[src/rtl/tile_map_editor_if.sv]
// Tile-map editor bus: raw user controls in, tile-map write port and cursor out.
interface tile_map_editor_if #(
   parameter int ADDR_W = 9,
   parameter int TILE_W = 5
);
   logic [3:0]        Buttons;
   logic [15:0]       Switches;
   logic [ADDR_W-1:0] TilesPositionAddress;
   logic [TILE_W-1:0] TilesPositionData;
   logic              TilesPositionWrite;
   logic [ADDR_W-1:0] CursorAddress;
   logic              Busy;

   // The editor drives the tile-map write port.
   modport master (
      input  Buttons, Switches,
      output TilesPositionAddress, TilesPositionData, TilesPositionWrite,
      output CursorAddress, Busy
   );

   // The tile-map memory / user side.
   modport slave (
      output Buttons, Switches,
      input  TilesPositionAddress, TilesPositionData, TilesPositionWrite,
      input  CursorAddress, Busy
   );
endinterface

[src/rtl/tile_map_editor.sv]
// Tile-map editor: debounced buttons move a cursor over a COLS x ROWS grid,
// a place switch writes the selected tile under the cursor, and a clear
// switch (or reset release) sweeps zero into every map entry.
module tile_map_editor #(
   parameter int DEBOUNCE_CYCLES = 1000000,
   parameter int COLS_LOG2       = 5,
   parameter int ROWS_LOG2       = 4
) (
   input  logic              MasterCLK,
   input  logic              Reset,
   tile_map_editor_if.master bus
);
   localparam int ADDR_W = COLS_LOG2 + ROWS_LOG2;
   localparam int NCTL   = 6;
   localparam int CNT_W  = (DEBOUNCE_CYCLES > 1) ? $clog2(DEBOUNCE_CYCLES) : 1;
   localparam logic [CNT_W-1:0] CNT_LAST = CNT_W'(DEBOUNCE_CYCLES - 1);

   // Control bit positions inside the synchronised vector.
   localparam int EV_UP    = 0;
   localparam int EV_DOWN  = 1;
   localparam int EV_LEFT  = 2;
   localparam int EV_RIGHT = 3;
   localparam int EV_PLACE = 4;
   localparam int EV_CLR   = 5;

   typedef enum logic [1:0] {CLEAR, IDLE, WRITE} state_t;

   logic [NCTL-1:0]            raw_s1, raw_s2;
   logic [NCTL-1:0][CNT_W-1:0] db_cnt;
   logic [NCTL-1:0]            db_level;
   logic [NCTL-1:0]            ev;

   state_t                 state, state_nxt;
   logic [ADDR_W-1:0]      clr_addr, clr_addr_nxt;
   logic [ROWS_LOG2-1:0]   row, row_nxt;
   logic [COLS_LOG2-1:0]   col, col_nxt;
   logic [ADDR_W-1:0]      wr_addr, wr_addr_nxt;
   logic [4:0]             wr_data, wr_data_nxt;
   logic                   wr_en, wr_en_nxt;
   logic                   busy, busy_nxt;

   // Switches[13:5] carry no function in this block.
   wire unused_switches = &{1'b0, bus.Switches[13:5]};

   // Two-flop synchroniser for buttons and the place/clear switches.
   always_ff @(posedge MasterCLK or negedge Reset) begin
      if (!Reset) begin
         raw_s1 <= '0;
         raw_s2 <= '0;
      end else begin
         raw_s1 <= {bus.Switches[15:14], bus.Buttons};
         raw_s2 <= raw_s1;
      end
   end

   // Per-control debounce; a level is accepted after DEBOUNCE_CYCLES
   // consecutive samples that differ from it, and a rising acceptance
   // produces a one-cycle event.
   always_ff @(posedge MasterCLK or negedge Reset) begin
      if (!Reset) begin
         db_cnt   <= '0;
         db_level <= '0;
         ev       <= '0;
      end else begin
         for (int i = 0; i < NCTL; i++) begin
            ev[i] <= 1'b0;
            if (raw_s2[i] == db_level[i]) begin
               db_cnt[i] <= '0;
            end else if (db_cnt[i] == CNT_LAST) begin
               db_cnt[i]   <= '0;
               db_level[i] <= raw_s2[i];
               ev[i]       <= raw_s2[i];
            end else begin
               db_cnt[i] <= db_cnt[i] + CNT_W'(1);
            end
         end
      end
   end

   // Editor state and registered outputs.
   always_ff @(posedge MasterCLK or negedge Reset) begin
      if (!Reset) begin
         state    <= CLEAR;
         clr_addr <= '0;
         row      <= '0;
         col      <= '0;
         wr_addr  <= '0;
         wr_data  <= '0;
         wr_en    <= 1'b0;
         busy     <= 1'b0;
      end else begin
         state    <= state_nxt;
         clr_addr <= clr_addr_nxt;
         row      <= row_nxt;
         col      <= col_nxt;
         wr_addr  <= wr_addr_nxt;
         wr_data  <= wr_data_nxt;
         wr_en    <= wr_en_nxt;
         busy     <= busy_nxt;
      end
   end

   // Next-state: sweep, cursor moves and single-cycle tile writes; events
   // outside IDLE are simply dropped since they are one-cycle pulses.
   always_comb begin
      state_nxt    = state;
      clr_addr_nxt = clr_addr;
      row_nxt      = row;
      col_nxt      = col;
      wr_addr_nxt  = wr_addr;
      wr_data_nxt  = wr_data;
      wr_en_nxt    = 1'b0;
      busy_nxt     = 1'b0;
      case (state)
         CLEAR: begin
            wr_en_nxt    = 1'b1;
            busy_nxt     = 1'b1;
            wr_addr_nxt  = clr_addr;
            wr_data_nxt  = '0;
            clr_addr_nxt = clr_addr + ADDR_W'(1);
            if (clr_addr == '1) state_nxt = IDLE;
         end
         IDLE: begin
            if (ev[EV_CLR]) begin
               state_nxt    = CLEAR;
               clr_addr_nxt = '0;
            end else if (ev[EV_PLACE]) begin
               state_nxt   = WRITE;
               wr_en_nxt   = 1'b1;
               wr_addr_nxt = {row, col};
               wr_data_nxt = bus.Switches[4:0];
            end else begin
               if (ev[EV_UP] && !ev[EV_DOWN])         row_nxt = row - ROWS_LOG2'(1);
               else if (ev[EV_DOWN] && !ev[EV_UP])    row_nxt = row + ROWS_LOG2'(1);
               if (ev[EV_LEFT] && !ev[EV_RIGHT])      col_nxt = col - COLS_LOG2'(1);
               else if (ev[EV_RIGHT] && !ev[EV_LEFT]) col_nxt = col + COLS_LOG2'(1);
            end
         end
         WRITE: begin
            state_nxt = IDLE;
         end
         default: begin
            state_nxt = IDLE;
         end
      endcase
   end

   assign bus.TilesPositionAddress = wr_addr;
   assign bus.TilesPositionData    = wr_data;
   assign bus.TilesPositionWrite   = wr_en;
   assign bus.CursorAddress        = {row, col};
   assign bus.Busy                 = busy;
endmodule

[src/flat_wrapper.sv]
// flat-port wrapper written by rule: the top's interface ports become plain ports
module tile_map_editor_flat 
#(
   parameter int DEBOUNCE_CYCLES = 1000000,
   parameter int COLS_LOG2       = 5,
   parameter int ROWS_LOG2       = 4
)
  (MasterCLK, Reset, bus_Buttons, bus_Switches, bus_TilesPositionAddress, bus_TilesPositionData, bus_TilesPositionWrite, bus_CursorAddress, bus_Busy);
  tile_map_editor_if bus_i ();
  input  logic MasterCLK;
  input  logic Reset;
  input wire logic [$bits(bus_i.Buttons)-1:0] bus_Buttons;
  input wire logic [$bits(bus_i.Switches)-1:0] bus_Switches;
  output wire logic [$bits(bus_i.TilesPositionAddress)-1:0] bus_TilesPositionAddress;
  output wire logic [$bits(bus_i.TilesPositionData)-1:0] bus_TilesPositionData;
  output wire logic [$bits(bus_i.TilesPositionWrite)-1:0] bus_TilesPositionWrite;
  output wire logic [$bits(bus_i.CursorAddress)-1:0] bus_CursorAddress;
  output wire logic [$bits(bus_i.Busy)-1:0] bus_Busy;
  assign bus_i.Buttons = bus_Buttons;
  assign bus_i.Switches = bus_Switches;
  assign bus_TilesPositionAddress = bus_i.TilesPositionAddress;
  assign bus_TilesPositionData = bus_i.TilesPositionData;
  assign bus_TilesPositionWrite = bus_i.TilesPositionWrite;
  assign bus_CursorAddress = bus_i.CursorAddress;
  assign bus_Busy = bus_i.Busy;
  tile_map_editor #(.DEBOUNCE_CYCLES(DEBOUNCE_CYCLES), .COLS_LOG2(COLS_LOG2), .ROWS_LOG2(ROWS_LOG2)) u_core (.MasterCLK(MasterCLK), .Reset(Reset), .bus(bus_i));
endmodule
[config.mk]
export PLATFORM = sky130hd
export DESIGN_NAME = tile_map_editor_flat
export DESIGN_NICKNAME = d
export VERILOG_FILES = /design/src/rtl/tile_map_editor_if.sv /design/src/rtl/tile_map_editor.sv /design/src/flat_wrapper.sv
export SDC_FILE = /design/constraint.sdc
export NUM_CORES = 1
export LEC_CHECK = 0
export ABC_CLOCK_PERIOD_IN_PS = 1800
export BUFFER_PORTS_ARGS = -buffer_cell sky130_fd_sc_hd__buf_2
export CORE_MARGIN = 1.5
export CORE_UTILIZATION = 55
export CTS_CLUSTER_SIZE = 12
export DETAILED_ROUTE_END_ITERATION = 6
export GPL_ROUTABILITY_DRIVEN = 0
export PLACE_DENSITY = 0.88
export SYNTH_ARGS = -nofsm -noshare
export SYNTH_HDL_FRONTEND = slang
export SYNTH_SLANG_ARGS = --single-unit
export TNS_END_PERCENT = 5
[constraint.sdc]
create_clock -name MasterCLK -period 1.8 [get_ports MasterCLK]
set_input_delay 0.36 -clock MasterCLK [delete_from_list [all_inputs] [get_ports MasterCLK]]
set_output_delay 0.36 -clock MasterCLK [all_outputs]
set_load 0.02 [all_outputs]
---- Word-level counts from Yosys, hierarchy flattened ----
Index checks and enable logic that the tools add are counted.
word-level totals
  flip-flop bits (word level) ............. 180
  bits in latches ......................... 0
  bits in writable memories ............... 0
  bits in read-only memories .............. 0
  input bits .............................. 22
  output and inout bits ................... 25
  logic and storage cells ................. 128
  memories ................................ 0
operators by class
  add/sub/neg operators ................... 11
  $mul .................................... 0
  div/mod/pow operators ................... 0
  order comparisons ....................... 0
  eq/ne operators ......................... 19
  shift operators ......................... 0
  muxes and demuxes ....................... 44
  bitwise gates (word level) .............. 8
  reduce and logical (&&, ||, !) cells .... 23
operator list
  cell                     number
  $mux W20                 12
  $add A20 B1 Y20 const B  6
  $eq A20 B20 Y1 const B   6
  $pmux W9 S2              2
  $mux W9                  3
  $mux W5                  4
  $reduce_and A2 Y1        8
  $mux W1                  15
  $pmux W5 S2              1
  $add A9 B1 Y9 const B    1
  $eq A9 B9 Y1 const B     1
  $mux W4                  2
  $not A1 Y1               8
  $reduce_and A4 Y1        2
  $eq A1 B1 Y1             6
  $mux W2                  3
  $ne A2 B1 Y1 const B     3
  $reduce_bool A2 Y1       3
  $add A5 B1 Y5 const B    1
  $sub A5 B1 Y5 const B    1
  $add A4 B1 Y4 const B    1
  $logic_and A1 B1 Y1      4
  $logic_not A1 Y1         4
  $pmux W2 S2              1
  7 further kinds          7

---- Depth between registers and ports, before layout ----
  word-level depth ........................ 4
  mapped depth ............................ 9
  gate-level depth less buffers ........... 9

---- Worst setup path after synthesis ----
No wires, ideal clock.
  path type ............................... flip-flop to flip-flop
  start ................................... reg u_core.db_cnt[20] (netlist bit)
  end ..................................... reg u_core.db_level[1]
  library setup time ...................... 0.125 ns
  data arrival time ....................... 1.691 ns
  required time ........................... 1.675 ns
  path slack .............................. -0.016 ns
  stages on the path, launching flop included .. 6
  path buffers ............................ 0
  period minus slack after synthesis ...... 1.816 ns
  cell sequence ........................... dfrtp_1 -> ha_1 -> and3_1 -> nand2_1 -> or4_4 -> mux2_4
on the way
  word-level cells in the longest chain between the ends .. 2
RTL lines
  item                              RTL line               RTL
  start: declaration                tile_map_editor.sv:29  logic [NCTL-1:0][CNT_W-1:0] db_cnt;
  start signal: indexed assignment  tile_map_editor.sv:74  db_cnt[i] <= db_cnt[i] + CNT_W'(1);
  $eq A20 B20 Y1                    tile_map_editor.sv:69  end else if (db_cnt[i] == CNT_LAST) begin
  $reduce_and A2 Y1 (no line)       -
  end signal: indexed assignment    tile_map_editor.sv:71  db_level[i] <= raw_s2[i];
  end: declaration                  tile_map_editor.sv:30  logic [NCTL-1:0] db_level;
No other way between the ends.
A chain may end at the register's enable or synchronous reset.

---- Worst setup path after layout ----
  start ................................... reg u_core.db_cnt[27] (netlist bit)
  end ..................................... reg u_core.db_level[1]
Same word-level chain as after synthesis.

==> run metrics <==
status=complete, but fails checks; violated checks=setup timing; Max stage delay cell, worst path=or4_4; I/O pin count=47; Post-Syn Instances=789; gr usage total=22.2%; syn_area_per_cell=10.5 um2; initial antenna violation count=0; insertion delay to the later sink of the worst-skew pair=0.43 ns; Via Count=6019; First-pass DRT Iterations=5; Syn-to-layout area delta=18.8%; clock sinks=180; WP data required=2.12 ns; DRT Wirelength=16.6 mm; HPWL Detailed=10.8 mm; register clock-pin slew on the reported worst setup and hold paths=0.07 ns; # diodes=0; antenna-violating nets left=0; Async SR Flop Fraction=100%; Root Buffer=clkbuf_16; type of the most critical hold path=in -> reg; fillcell total=972; maximum VDD drop=0.818 mV; Final Util=67.3%; final setup fails=18; Die X=126 um; largest net degree at the start of global routing=41; Max Root-Sink Buffers=2; CTS H-tree lvls=4; CTS tree=yes; final worst slack=-0.0540 ns; routed len/inst=15.2 um; ys flop type=dfrtp_1; drt first-iter violations=485; slowest stage delay, CP=0.58 ns; vias in the first global route=6188; Placement Rows=44; crit path time final=1.85 ns; Nets=928; DP Worst Slack=-0.106 ns; most frequent cells in the layout=180 x dfrtp_1, 147 x nor2_1, 65 x xor2_1; Synth Cell Area=0.00826 mm2; Initial Utilization=56.6%; die height=126 um; Startpoint Class=register; die area=0.0158 mm2; Leak Pwr=4.45 nW; Rel. slew slack=61.9%; critical path data arrival time=2.17 ns; Yosys cell types=47; number of flops mapped to enable cells by yosys=0; Synth Warn #=0; critical path class=reg -> reg; RSZ-0062 raised after global routing=true; Max Fclk=539 MHz; commonest non-fill, non-tap cell in the layout=dfrtp_1; core area=0.0146 mm2; Hold Fails Final Rpt=0; layout cells sized above 1=17.3%; Residual DRC=0; gr ovfl total=0; Seq/Total Area, Yosys=54.5%; port bufs=37; Setup crit end kind=register; register area=0.00450 mm2; worst-margin pin slew=0.569 ns; Syn Nets=828; Final Cycle Share=103%; P per Cell Area=842 mW/mm2; first-pass GRT wire length=28.3 mm; CTS buffer count=17; Slew Limit Fails=0; vias per cell=5.54; max_cap viols=0; multi-input logic area=0.00368 mm2; Crit Path Max Fanout=4; Seq cells post-synth=180; CP Cell Sequence=nor4b_4 -> nand3b_1 -> or4_4 -> mux2_4; skew final=0.00788 ns
[layer usage]
metal	routed length, um	part of all wire, %	track usage (%)
met5	0	0	0
met4	332	2.0	8.22
met3	623	3.8	5.48
met2	8350	50	36.9
met1	7250	44	28.3
[power by group]
part	switching [mW]	internal, mW	leakage, nW
Sequential	0.0424	4.09	2.44
Combinational	0.162	0.0976	1.71
Clock	1.50	2.37	0.300
Total	1.71	6.56	4.45
[cells by family (layout without fill, tap and decap cells)]
group	after synthesis	count (layout)	share of synthesized area (%)
simple gates	379	379	22.6
buf+inv	32	145	1.74
mux	20	20	2.63
compound gates	39	39	2.86
flops	180	180	54.5
fa+ha+maj	17	17	2.76
xor+xnor	122	122	12.9
[sequential cells by signal, indices dropped and copies added (netlist names)]
register and cells:
u_core.db_cnt 120, u_core.bus.TilesPositionAddress 9, u_core.clr_addr 9, u_core.db_level 6, u_core.ev 6, u_core.raw_s1 6, u_core.raw_s2 6, u_core.bus.TilesPositionData 5
u_core.col 5, u_core.row 4, u_core.state 2, u_core.bus.Busy 1, u_core.bus.TilesPositionWrite 1
[final timing paths]
path,from,endpoint,slack (ns),depth (start not counted)
min reg2reg,u_core.raw_s1[4],u_core.raw_s2[4],0.35,0
min,bus_Buttons[3],u_core.raw_s1[3],0.03,1
max in group asynchronous,Reset,u_core.db_cnt[39],0.82,3
max,u_core.db_cnt[27],u_core.db_level[1],-0.05,4
min in group asynchronous,Reset,u_core.db_level[0],0.41,2
max reg2reg,u_core.db_cnt[27],u_core.db_level[1],-0.05,4
[cell usage after synthesis (4+ instances only)]
library cell    n  share of area, %
nor3b_1         6              0.55
ha_1           15               2.3
a21o_1          4              0.36
nand3b_1        4              0.36
and2_1          4              0.30
nand3_1        54               3.3
nor2_1        149               6.8
mux2_2         10               1.4
nand2_1        58               2.6
nor3_1         18               1.1
and3_1         18               1.4
inv_1          17              0.77
and4_1          7              0.74
o21ai_0        18               1.1
nand4_1        24               1.8
mux2i_1         9               1.1
xnor2_1        57               6.0
buf_2           7              0.42
xor2_1         65               6.9
a22o_1          7              0.74
a21oi_1         8              0.48
nand2b_1        4              0.30
nor4b_1         5              0.53
nor4_1         10              0.76
clkbuf_1        5              0.23
dfrtp_1       180                55
[area by class of cell]
cell class | instances | area share, %
multi-input combinational | 577 | 37.5
clock buffer | 25 | 5.15
inverter | 17 | 0.650
tap | 184 | 2.34
timing repair buffer | 96 | 7.25
sequential | 180 | 45.9
clock inverter | 7 | 1.21
[worst max-delay path, delay by kind of cell (launching register included)]
| kind | cells | cell delay [ns] |
|---|---|---|
| AND/OR/NAND/NOR | 3 | 1.02 |
| multiplexers | 1 | 0.32 |
| flip-flops | 1 | 0.41 |
[stage by stage]
step | hold WS [ns] | TNS (ns) | std cells | area [um2] | total power [mW]
after CTS | 0.0134 | -0.265 | 1084 | 9750 | 8.32
after global routing | 0.00796 | -1.83 | 1086 | 9820 | 8.54
after floorplan | 0.0644 | 0 | 789 | 8270 | 4.29
final | 0.0277 | -0.227 | 1086 | 9820 | 8.27
after detailed placement | 0.307 | -1.29 | 1051 | 9110 | 4.46
after global placement | 0.304 | -0.0220 | 1051 | 9110 | 4.45
[what timing repair did]
item                                   CTS  global route
hold buffers                             1             0
endpoints found under the hold margin   33             0
pin swaps                                1             1
buffers inserted                         0             2
resized for setup                        2            12
setup endpoints to repair               22            93
No activity file was read; power rests on OpenSTA's default activity.
